`src/rtl/m_dm_arb.sv`:
```
// Data-memory sequencer: arbitrates the M-stage CPU port and a word-only DMA port
// round-robin onto a single req/ready memory, with store lane steering and alignment checks.
module m_dm_arb #(
  parameter int unsigned AW = 30
) (
  input  logic          i_clk,
  input  logic          i_rst_n,
  input  logic          i_cpu_req,
  input  logic          i_cpu_we,
  input  logic [1:0]    i_cpu_type,
  input  logic [31:0]   i_cpu_addr,
  input  logic [31:0]   i_cpu_wdata,
  output logic [31:0]   o_cpu_rdata,
  output logic          o_cpu_stall,
  output logic          o_cpu_exc,
  input  logic          i_dma_req,
  input  logic          i_dma_we,
  input  logic [31:0]   i_dma_addr,
  input  logic [31:0]   i_dma_wdata,
  output logic [31:0]   o_dma_rdata,
  output logic          o_dma_done,
  output logic          o_mem_req,
  output logic          o_mem_we,
  output logic [3:0]    o_mem_be,
  output logic [AW-1:0] o_mem_addr,
  output logic [31:0]   o_mem_wdata,
  input  logic [31:0]   i_mem_rdata,
  input  logic          i_mem_ready
);

  localparam logic [1:0] TYPE_W = 2'b00;
  localparam logic [1:0] TYPE_H = 2'b01;
  localparam logic [1:0] TYPE_B = 2'b10;

  typedef enum logic [2:0] {
    StIdle,
    StCpuAcc,
    StCpuDone,
    StDmaAcc,
    StDmaDone
  } state_e;

  state_e          r_state, w_state_nxt;
  logic            r_last_grant;  // 0 = CPU won last, 1 = DMA won last
  logic            r_we;
  logic [3:0]      r_be;
  logic [AW-1:0]   r_addr;
  logic [31:0]     r_wdata;
  logic [31:0]     r_rdata;

  logic            w_misaligned;
  logic            w_cpu_valid;
  logic            w_grant_cpu;
  logic            w_grant_dma;
  logic            w_acc;
  logic [3:0]      w_cpu_be;
  logic [31:0]     w_cpu_wdata;
  logic            w_unused_dma_lsb;

  assign w_unused_dma_lsb = ^i_dma_addr[1:0];

  always_comb begin
    w_misaligned = 1'b1;
    case (i_cpu_type)
      TYPE_W:  w_misaligned = (i_cpu_addr[1:0] != 2'b00);
      TYPE_H:  w_misaligned = i_cpu_addr[0];
      TYPE_B:  w_misaligned = 1'b0;
      default: w_misaligned = 1'b1;
    endcase
  end

  assign o_cpu_exc   = i_cpu_req & w_misaligned;
  assign w_cpu_valid = i_cpu_req & ~w_misaligned;

  // On a tie the requester that did not win last time takes the slot.
  assign w_grant_cpu = (r_state == StIdle) & w_cpu_valid & (~i_dma_req | r_last_grant);
  assign w_grant_dma = (r_state == StIdle) & i_dma_req & (~w_cpu_valid | ~r_last_grant);

  always_comb begin
    w_cpu_be    = 4'b1111;
    w_cpu_wdata = i_cpu_wdata;
    if (i_cpu_we) begin
      case (i_cpu_type)
        TYPE_H: begin
          w_cpu_be    = i_cpu_addr[1] ? 4'b1100 : 4'b0011;
          w_cpu_wdata = {2{i_cpu_wdata[15:0]}};
        end
        TYPE_B: begin
          w_cpu_be    = 4'b0001 << i_cpu_addr[1:0];
          w_cpu_wdata = {4{i_cpu_wdata[7:0]}};
        end
        default: begin
          w_cpu_be    = 4'b1111;
          w_cpu_wdata = i_cpu_wdata;
        end
      endcase
    end
  end

  always_comb begin
    w_state_nxt = r_state;
    unique case (r_state)
      StIdle: begin
        if (w_grant_cpu)      w_state_nxt = StCpuAcc;
        else if (w_grant_dma) w_state_nxt = StDmaAcc;
      end
      StCpuAcc:  if (i_mem_ready) w_state_nxt = StCpuDone;
      StCpuDone: w_state_nxt = StIdle;
      StDmaAcc:  if (i_mem_ready) w_state_nxt = StDmaDone;
      StDmaDone: w_state_nxt = StIdle;
      default:   w_state_nxt = StIdle;
    endcase
  end

  assign w_acc = (r_state == StCpuAcc) | (r_state == StDmaAcc);

  always_ff @(posedge i_clk or negedge i_rst_n) begin
    if (!i_rst_n) begin
      r_state      <= StIdle;
      r_last_grant <= 1'b1;
      r_we         <= 1'b0;
      r_be         <= 4'b0000;
      r_addr       <= '0;
      r_wdata      <= '0;
      r_rdata      <= '0;
    end else begin
      r_state <= w_state_nxt;
      if (w_grant_cpu) begin
        r_we         <= i_cpu_we;
        r_be         <= w_cpu_be;
        r_addr       <= i_cpu_addr[AW+1:2];
        r_wdata      <= w_cpu_wdata;
        r_last_grant <= 1'b0;
      end else if (w_grant_dma) begin
        r_we         <= i_dma_we;
        r_be         <= 4'b1111;
        r_addr       <= i_dma_addr[AW+1:2];
        r_wdata      <= i_dma_wdata;
        r_last_grant <= 1'b1;
      end
      if (w_acc && i_mem_ready) r_rdata <= i_mem_rdata;
    end
  end

  assign o_mem_req   = w_acc;
  assign o_mem_we    = w_acc & r_we;
  assign o_mem_be    = r_be;
  assign o_mem_addr  = r_addr;
  assign o_mem_wdata = r_wdata;
  assign o_cpu_rdata = r_rdata;
  assign o_dma_rdata = r_rdata;
  assign o_dma_done  = (r_state == StDmaDone);
  // Reset gates the stall so a frozen pipeline is never held by a dead sequencer.
  assign o_cpu_stall = i_rst_n & w_cpu_valid & (r_state != StCpuDone);

endmodule

```
`config.mk`:
```
export PLATFORM = sky130hd
export DESIGN_NAME = m_dm_arb
export DESIGN_NICKNAME = d
export VERILOG_FILES = /design/src/rtl/m_dm_arb.sv
export SDC_FILE = /design/constraint.sdc
export NUM_CORES = 1
export LEC_CHECK = 0
export BUFFER_PORTS_ARGS = -buffer_cell sky130_fd_sc_hd__buf_2
export CORE_MARGIN = 4
export CORE_UTILIZATION = 45
export CTS_BUF_LIST = sky130_fd_sc_hd__clkbuf_4 sky130_fd_sc_hd__clkbuf_8 sky130_fd_sc_hd__clkbuf_16
export DETAILED_ROUTE_END_ITERATION = 16
export PLACE_DENSITY = 0.92
export SLEW_MARGIN = 20
export SYNTH_ARGS = -nofsm -noshare
export SYNTH_HDL_FRONTEND = slang
export SYNTH_SLANG_ARGS = --single-unit
```
`constraint.sdc`:
```
create_clock -name i_clk -period 2 [get_ports i_clk]
set_clock_uncertainty 0.15 [all_clocks]
set_input_delay 0.2 -clock i_clk [delete_from_list [all_inputs] [get_ports i_clk]]
set_output_delay 0.2 -clock i_clk [all_outputs]
set_load 0.02 [all_outputs]
```
==> results.yml <==
grt:
  global_route.overflow_total: 0
  vias_in_the_first_global_route: 5543
  grt_start_max_net_pins: 104
  grt_util_all_layers_pct: 25.31
  grt_first_pass_wirelength_um: 29010
  grt_antenna_before_repair: 1
floorplanning:
  chipWidth_um: 118.8
  core_area_um2: 12010
  num_io_pins: 304
  placementRows: 40
  floorplan.initialDensity_pct: 45.96
  fp.dieH_um: 118.8
  dieArea_um2: 14100
finish:
  nNetsFinal: 1020
  sequential_cell_area_um2: 2579
  fraction_of_layout_cells_with_a_size_suffix_above_1_pct: 44.48
  multi_input_area_um2: 2471
  fillerInstances: 931
  final_area_um2: 7815
  area_growth_pct: 41.57
yosys:
  synth_enable_flop_cells: 0
  netlist_instances: 544
  synth_top_flop_cell: "sky130_fd_sc_hd__dfrtp_1"
  yosys.area.top_type: "sky130_fd_sc_hd__dfrtp_1"
  asyncSetResetFlopFracSynth_pct: 100.0
  post_synth_num_cell_types: 39
  yosysWarnings: 0
  yosysMostFrequentCell: "sky130_fd_sc_hd__dfrtp_1"
  synth.avg_cell_area_um2: 10.15
  synth_area_leaders: "sky130_fd_sc_hd__dfrtp_1, sky130_fd_sc_hd__mux2_1, sky130_fd_sc_hd__a22o_1, sky130_fd_sc_hd__o21ai_0, sky130_fd_sc_hd__o31ai_1"
  syn-cell-area_um2: 5520
  ys_seq_elements: 103
  synth_largest_type_area_fraction_pct: 46.24
  synth_nets: 717
  synth-seq-area-share_pct: 46.71
  synth.cells.most_frequent: "sky130_fd_sc_hd__dfrtp_1, sky130_fd_sc_hd__o21ai_0, sky130_fd_sc_hd__nor2_1"
placed_design:
  dpl.hpwl_um: 13100
  routabilityCongestion: 0.8800
  io_buffer_count: 301
  placed_area_um2: 7092
status:
  run_status: "finished, final reports clean"
min_path:
  timing.hold.worst.class: "input pin to flip-flop"
  worstHoldStart: "i_dma_wdata[10]"
cts:
  worst_skew_pair.late_latency_ns: 0.33
  max_clock_buf_depth: 2
  cts_num_sinks: 103
  cts_tree: "done"
  h-tree-depth: 3
  cts-buffers-inserted: 9
  post_cts.repair.setup_buffers: 0
  clk_pin_slew_ns: 0.07
  ctsRootBufferMaster: "sky130_fd_sc_hd__clkbuf_16"
route:
  drcViolationCount: 0
  total_via_count_after_detailed_routing: 5642
  final_antenna_net_count: 0
  avgRoutedWirePerCell_um: 18.55
  initialDrtViolationCount: 480
  vias_per_cell: 5.642
  drt_wl_total_um: 18550
  drt_pass1_iterations: 5
power:
  power_per_cell_area_nw_per_um2: 1523
  leakagePower_uw: 0.003932
  peakVddDrop_uv: 737.5
setup_path:
  worst_path_max_delay_cell: "sky130_fd_sc_hd__or3_2"
  endpoint_kind: "flip-flop"
  path_max_fanout: 36
  cpLargestDelayFamily: "simple AND/OR/NAND/NOR gates"
  arrival_ns: 1.93
  critPathLaunchType: "flip-flop"
  timing.critical_path.required_ns: 2.05
  max_stage_delay_ns: 0.52
  ff2ff_setup_slack_ns: 0.11
  worstSetupPathType: "flip-flop to flip-flop"
  critical_path.n_buffers_inverters: 1
  timing.critical_path.cells: "or3_2 -> buf_12 -> nor3_1 -> o31ai_1"
  setup.worst_path.start: "r_state[2]"
  reg2reg_from: "r_state[2]"
sta:
  tightestPinTransition_ns: 0.5592
  whs_ns: 0.006059
  rsz0062_at_grt: "false"
  slew_violations: 0
  max_clock_freq_mhz: 529.8
  min_period_ns: 1.887
  setup-violations-final: 0
  slew_headroom_pct: 62.72
  period_share_pct: 94.37
  final_hold_viol_count: 0
flow_run:
  maxCapViolations: 0
==> layout make-up <==
type	instances	share of cell area, %
Timing Repair Buffer	370	28.71
Multi-Input combinational cell	358	31.62
Inverter	5	0.2402
Clock inverter	5	0.8165
Clock buffer	11	3.234
Tap cell	147	2.353
Antenna cell	1	0.03202
Sequential cell	103	33.00
==> flip-flops by register name (all words and copies together), names as in the netlist <==
name	flops
o_cpu_rdata	32
r_we	1
o_mem_addr	30
r_state	3
r_last_grant	1
o_mem_wdata	32
o_mem_be	4
==> where the power goes <==
group,internal [uW],switching [uW]
clock,1050,784
combinational,2360,4030
sequential,3100,583
total,6500,5400
==> through the flow <==
step	setup TNS, ns	std cells	total power (uW)	worst slack (ns)	utilization, %
floorplan	0	544	8031	0.2418	-
CTS	0	999	11910	0.1129	65.01
global placement	0	943	9821	0.03344	59.04
detailed placement	-0.8012	943	10010	-0.1009	59.04
finish	0	1000	11900	0.1126	65.06
global route	0	1000	12540	0.04442	65.06
==> layout by cell type (no fill, tap or decap), types with 4 or more instances in the layout <==
master and count:
sky130_fd_sc_hd__a21oi_1 47, sky130_fd_sc_hd__a22o_1 32, sky130_fd_sc_hd__and3_1 6, sky130_fd_sc_hd__buf_12 9, sky130_fd_sc_hd__buf_2 300, sky130_fd_sc_hd__buf_4 20, sky130_fd_sc_hd__clkbuf_16 9, sky130_fd_sc_hd__dfrtp_1 102
sky130_fd_sc_hd__dlygate4sd3_1 40, sky130_fd_sc_hd__ha_1 4, sky130_fd_sc_hd__inv_1 5, sky130_fd_sc_hd__mux2_1 25, sky130_fd_sc_hd__mux2_2 7, sky130_fd_sc_hd__mux2i_1 16, sky130_fd_sc_hd__nand2_1 14, sky130_fd_sc_hd__nor2_1 55
sky130_fd_sc_hd__nor3_1 16, sky130_fd_sc_hd__o21ai_0 56, sky130_fd_sc_hd__o31ai_1 37, sky130_fd_sc_hd__o31ai_2 18, sky130_fd_sc_hd__o32a_1 4
==> what timing repair did <==
| item | in CTS | in global routing |
|---|---|---|
| hold endpoints to repair | 141 | 0 |
| resized for setup | 0 | 1 |
| hold buffers | 40 | 0 |
| endpoints found under the setup margin | 0 | 1 |
==> logic make-up (layout without fill, tap and decap cells) <==
kind of cell | Yosys count | count (layout) | synth area share [%]
muxes | 48 | 48 | 9.429
xor gates and xnor gates | 1 | 1 | 0.1587
DFF | 103 | 103 | 46.71
other | 0 | 1 | 0
and+or+nand+nor | 104 | 104 | 8.545
adders and majority gates | 4 | 4 | 0.9067
AOI/OAI and AO/OA | 201 | 201 | 25.27
buffers and inverters | 83 | 391 | 8.975
==> path summary, 6_finish.rpt <==
kind	endpoint	cells after the start
min in group asynchronous	o_cpu_rdata[15]	3
max in group asynchronous	r_last_grant	3
setup / recovery	o_mem_wdata[22]	4
hold reg to reg	o_mem_wdata[18]	2
setup reg to reg	o_mem_wdata[22]	4
hold / removal	o_mem_wdata[10]	3
==> metal layers <==
layer / up-vias / track usage, % / routed length (um)
met4: 0 / 10.86 / 738
met1: 2662 / 31.48 / 7059
met2: 352 / 42.31 / 9085
met5: - / 0 / 0
met3: 65 / 5.646 / 1666
li1: 2563 / - / -
==> worst reg2reg max path, stage by stage (launching register included) <==
cell                      delay (ns)
sky130_fd_sc_hd__dfrtp_1        0.45
sky130_fd_sc_hd__or3_2          0.52
sky130_fd_sc_hd__buf_12         0.20
sky130_fd_sc_hd__nor3_1         0.30
sky130_fd_sc_hd__o31ai_1        0.14
No activity file was read; power rests on OpenSTA's default activity.
